File: config.mk
export PLATFORM = sky130hd
export DESIGN_NAME = regfile_mp
export DESIGN_NICKNAME = d
export VERILOG_FILES = /design/src/rtl/regfile_mp.sv
export SDC_FILE = /design/constraint.sdc
export NUM_CORES = 2
export LEC_CHECK = 0
export CORE_ASPECT_RATIO = 0.7
export CORE_MARGIN = 3
export CORE_UTILIZATION = 44
export CTS_CLUSTER_SIZE = 8
export DETAILED_ROUTE_END_ITERATION = 16
export HOLD_SLACK_MARGIN = 0.06
export PLACE_DENSITY = 0.65
export REMOVE_ABC_BUFFERS = 1
export SYNTH_ARGS = -nofsm -noshare
export SYNTH_HDL_FRONTEND = slang
export SYNTH_SLANG_ARGS = --single-unit
File: constraint.sdc
create_clock -name clk -period 3.6 [get_ports clk]
set_input_delay 0.54 -clock clk [delete_from_list [all_inputs] [get_ports clk]]
set_output_delay 0.54 -clock clk [all_outputs]
set_load 0.02 [all_outputs]
File: src/rtl/regfile_mp.sv
// regfile_mp: multi-ported register file.
//
// Holds DEPTH registers of WIDTH bits. Register 0 always reads as zero and
// ignores writes. There are NUM_RD asynchronous read ports and two synchronous
// write ports, and every write has byte enables. When both write ports target
// the same register in one cycle, the result is merged byte by byte: port 1
// wins wherever its byte enable is set.
//
// Optional feature (macro REGFILE_MP_BYPASS_EN):
//   If defined, write data that will commit at the next edge is forwarded to
//   read ports addressing the same register in the same cycle.
//   If undefined, reads return only stored contents.
//
// Parameters:
//   WIDTH  - data bits per register (multiple of 8, 8..64)
//   DEPTH  - register count (power of 2, 2..64)
//   NUM_RD - read port count (1..4)
//
// Ports:
//   clk        - clock; all state updates on its rising edge
//   rst_n      - synchronous active-low reset; clears every register and
//                forces all rd ports to zero while low
//   ra         - packed read addresses, port k at [k*AW +: AW]
//   rd         - packed read data, port k at [k*WIDTH +: WIDTH]
//   we0/we1    - write enables
//   wa0/wa1    - write addresses
//   wd0/wd1    - write data
//   wbe0/wbe1  - byte enables; bit b covers data bits [8b+7:8b]
module regfile_mp #(
  parameter int unsigned  WIDTH  = 32,
  parameter int unsigned  DEPTH  = 32,
  parameter int unsigned  NUM_RD = 2,
  localparam int unsigned AW     = $clog2(DEPTH),
  localparam int unsigned NB     = WIDTH / 8
) (
  input  logic                    clk,
  input  logic                    rst_n,
  input  logic [NUM_RD*AW-1:0]    ra,
  output logic [NUM_RD*WIDTH-1:0] rd,
  input  logic                    we0,
  input  logic                    we1,
  input  logic [AW-1:0]           wa0,
  input  logic [AW-1:0]           wa1,
  input  logic [WIDTH-1:0]        wd0,
  input  logic [WIDTH-1:0]        wd1,
  input  logic [NB-1:0]           wbe0,
  input  logic [NB-1:0]           wbe1
);

  // Elaboration-time parameter legality checks.
  if ((WIDTH % 8) != 0 || WIDTH < 8 || WIDTH > 64) begin : g_bad_width
    $error("regfile_mp: WIDTH must be a multiple of 8 in 8..64");
  end
  if (DEPTH < 2 || DEPTH > 64 || (DEPTH & (DEPTH - 1)) != 0) begin : g_bad_depth
    $error("regfile_mp: DEPTH must be a power of 2 in 2..64");
  end
  if (NUM_RD < 1 || NUM_RD > 4) begin : g_bad_num_rd
    $error("regfile_mp: NUM_RD must be in 1..4");
  end

  typedef logic [WIDTH-1:0] word_t;

  // Byte-wise merge of up to two writes over an old word. Port 1 has
  // priority per byte; bytes neither port enables keep the old value.
  function automatic word_t merge_bytes(input word_t         old_word,
                                        input logic          hit0,
                                        input word_t         data0,
                                        input logic [NB-1:0] be0,
                                        input logic          hit1,
                                        input word_t         data1,
                                        input logic [NB-1:0] be1);
    word_t res;
    res = old_word;
    for (int b = 0; b < NB; b++) begin
      if (hit1 && be1[b]) begin
        res[8*b +: 8] = data1[8*b +: 8];
      end else if (hit0 && be0[b]) begin
        res[8*b +: 8] = data0[8*b +: 8];
      end
    end
    return res;
  endfunction

  word_t mem_q [DEPTH];
  word_t mem_d [DEPTH];

  // Writes to register 0 are dropped here, so they never reach storage or
  // the bypass path.
  logic wr0_en;
  logic wr1_en;

  always_comb begin
    wr0_en = we0 && (wa0 != '0);
    wr1_en = we1 && (wa1 != '0);
  end

  // Next-state storage. Entry 0 is held at zero permanently.
  always_comb begin
    mem_d    = mem_q;
    mem_d[0] = '0;
    for (int i = 1; i < DEPTH; i++) begin
      mem_d[i] = merge_bytes(mem_q[i],
                             wr0_en && (wa0 == AW'(i)), wd0, wbe0,
                             wr1_en && (wa1 == AW'(i)), wd1, wbe1);
    end
  end

  // Reset wins over any write presented in the same cycle.
  always_ff @(posedge clk) begin
    if (!rst_n) begin
      for (int i = 0; i < DEPTH; i++) begin
        mem_q[i] <= '0;
      end
    end else begin
      mem_q <= mem_d;
    end
  end

  // Asynchronous read ports.
  logic [AW-1:0] rd_addr [NUM_RD];
  word_t         rd_word [NUM_RD];

  always_comb begin
    rd = '0;
    for (int k = 0; k < NUM_RD; k++) begin
      rd_addr[k] = ra[k*AW +: AW];
`ifdef REGFILE_MP_BYPASS_EN
      // Forward bytes that will commit at the next edge.
      rd_word[k] = merge_bytes(mem_q[rd_addr[k]],
                               wr0_en && (wa0 == rd_addr[k]), wd0, wbe0,
                               wr1_en && (wa1 == rd_addr[k]), wd1, wbe1);
`else
      rd_word[k] = mem_q[rd_addr[k]];
`endif
      // Reset blanks every port, and register 0 always reads zero.
      if (!rst_n || (rd_addr[k] == '0)) begin
        rd_word[k] = '0;
      end
      rd[k*WIDTH +: WIDTH] = rd_word[k];
    end
  end

endmodule

==> metrics.yaml <==
run_status:
  status: "complete, but fails checks"
  violations: "setup timing"
critical_path:
  startpoint_type: "input pin"
  end_kind: "output pin"
  crit_arrival_ps: 3130
  cp_max_fo: 16
  cp_data_required_time_ps: 3060
  worstSetupPathType: "in -> out"
cts:
  clock_sinks: 992
  cts-root-buf: "clkbuf_16"
  numCtsBuffers: 142
  clkTransAtPathRegs_ps: 50
  cts_tree: "yes"
  cts.htree.levels: 4
  clk_path_buf_depth: 3
  post-cts-setup-buffers: 0
  clock_latency_ps: 770
logic_synthesis:
  synthTopCellsByCount: "mux2i_1 (1471), dfxtp_1 (992), o21ai_0 (954)"
  ys_warn_count: 0
  synthArstFlopShare_pct: 0
  synth_top_cell_by_area: "dfxtp_1"
  syn_area_mm2: 0.0612
  synth_top_cells_by_area: "dfxtp_1 (32%), mux2i_1 (24%), o21ai_0 (7.8%), a21oi_1 (5.7%), a22oi_1 (4.7%)"
  synth_cell_types: 37
  seq_area_frac_synth_pct: 32.4
  synth_flop_cell: "dfxtp_1"
  synth-edff-count: 0
  syn_area_per_cell_um2: 8.47
  syn_inst: 7227
  synth_top_area_share_pct: 32.4
  synth.most_common_cell: "mux2i_1"
  ys_ff_latch: 992
floorplan:
  rows: 113
  ios: 160
  start_util_pct: 44.7
  coreArea_mm2: 0.137
  dieWidth_um: 452
  die_area_mm2: 0.144
  die_h_um: 318
final_layout:
  fin_nets: 7070
  area.growth.synth_to_final_pct: 11.7
  reg_top3: "mem_q: 992 flops"
  largest_reg_flops: 992
  fillers: 12800
  top_register: "mem_q"
  drive_above_1_share_pct: 10.1
sta:
  clock_skew_ps: 0
  timing.final.crit_period_ps: 3670
  timing.final.crit_share_pct: 102
  setup-violations-final: 1
  fmax_ghz: 0.273
  max_slew_margin_pct: 19.8
  final-hold-violation-count: 0
  rsz0062_at_grt: "false"
  max_slew.worst_pin.slew_ps: 1200
  slew_viol_final: 0
  fin_ws_ps: -65.4
  holdWs_ps: 407
pwr:
  p_clk_share_pct: 45.5
  intPower_w: 0.0195
  p_comb_share_pct: 13.6
  p_leak_nw: 23.6
  power.density_mw_per_mm2: 401
  switchingPower_w: 0.00796
  p_total_w: 0.0274
  seqPwrFrac_pct: 41.0
  p_sw_share_pct: 29.0
  ir_drop_mv: 0.466
grt:
  gr-usage-met2_pct: 47.5
  grt_use_total_pct: 34.6
  overflow: 0
  grt_pass1_wl_um: 379000
  grt_max_degree: 267
  antenna_found_initial: 15
  grt.busiest_layer: "met1"
  first_global_vias: 55100
  gr-usage-met1_pct: 48.2
  grt.met3_usage_pct: 11.8
detailed_routing:
  drtIter0Drc: 9285
  wl_per_cell_um: 29.6
  dr.pass1.iters: 7
  routed_via_density: 6.80
  wl_um: 262000
  route.detailed.drc: 0
  via_count: 60100
  final_antenna_net_count: 0
placement:
  io_buffers: 159
  place_congestion: 0.960
  hpwlAfterDp_um: 167000
run:
  cap_violations: 0
worst_hold_path:
  min_path_type: "in -> reg"
-- stage by stage --
stage               setup WS (ps)  cell area, µm²  util, %  cells  TNS, ps
floorplan                   -1500           57000        -   6334   -96070
finish                      -65.4           68400     50.0   8836    -65.4
global route                 11.2           68400     50.0   8831        0
global placement              128           64500     47.1   8669        0
CTS                          14.6           68400     50.0   8831        0
detailed placement            129           64500     47.1   8669        0
-- power groups by stage --
stage          combinational [W]  clock [W]  sequential (W)
2_1_floorplan            0.00135          0          0.0114
3_3_place_gp             0.00350          0          0.0115
3_5_place_dp             0.00354          0          0.0115
4_1_cts                  0.00355     0.0125          0.0112
5_1_grt                  0.00381     0.0130          0.0112
6_report                 0.00372     0.0125          0.0112
-- routing by layer --
layer | share of wire, % | vias to the layer above
met5 | 0.029 | -
met4 | 4.9 | 12
met1 | 41 | 28600
li1 | - | 26400
met3 | 15 | 803
met2 | 40 | 4304
-- repair_timing --
action / CTS / global route
endpoints found under the setup margin: 0 / 10
resized for setup: 0 / 7
hold buffers: 1 / 0
hold endpoints to repair: 1 / 0
-- kinds of logic (layout without fill, tap and decap cells) --
logic type             after synthesis  count (layout)  synth area share (%)
AOI/OAI and AO/OA                 2432            2432                  22.7
and+or+nand+nor                   1311            1311                  10.5
buffers and inverters              893             657                  6.85
muxes                             1599            1599                  27.6
DFF                                992             992                  32.4
other                                0               5                     0
-- path summary, 6_finish.rpt --
| check | end | depth (start not counted) | from | slack (ps) |
|---|---|---|---|---|
| worst max-delay path | rd[56] | 7 | ra[5] | -70 |
| worst min-delay path | mem_q[315] | 3 | wd1[27] | 410 |
| worst max register to register | mem_q[462] | 2 | mem_q[462] | 2740 |
| worst min register to register | mem_q[581] | 2 | mem_q[581] | 490 |
-- cells in the final DEF (no fill, tap or decap), types with 3 or more instances in the layout --
cell type,instances
diode_2,5
inv_16,4
mux2i_1,1471
and3_1,128
buf_8,3
o31ai_1,25
nand2_1,580
o21ai_0,954
nand3_2,21
buf_4,275
buf_2,3
and4b_1,6
a21oi_1,703
mux2_2,64
and2_1,4
dlymetal6s2s_1,4
nor2_4,8
clkbuf_16,142
or2_0,3
a31oi_1,289
clkinv_8,7
mux4_2,64
nor4b_4,4
a221o_1,64
nor2b_2,5
nor2b_4,9
nand2b_1,64
o21ai_1,13
clkbuf_8,5
clkdlybuf4s50_1,137
buf_12,67
nand3_1,392
dfxtp_1,992
a22oi_1,384
nand4_1,64
and4bb_2,4
-- worst max-delay path, stage by stage --
cell	delay (ps)
clkbuf_8	220
nor2b_4	890
a22oi_1	170
buf_4	190
nand3_1	240
nand4_1	240
clkdlybuf4s50_1	610
-- layout make-up --
type                            instances  area (µm²)  share of cell area (%)
Clock buffer                          145        3570                    5.23
Antenna cell                            5        12.5                  0.0183
Multi-Input combinational cell       5342       37400                    54.6
Tap cell                             1840        2300                    3.37
Timing Repair Buffer                  496        4970                    7.27
Clock inverter                         16         302                   0.441
Sequential cell                       992       19900                    29.0
(Power assumes the default switching activity.)
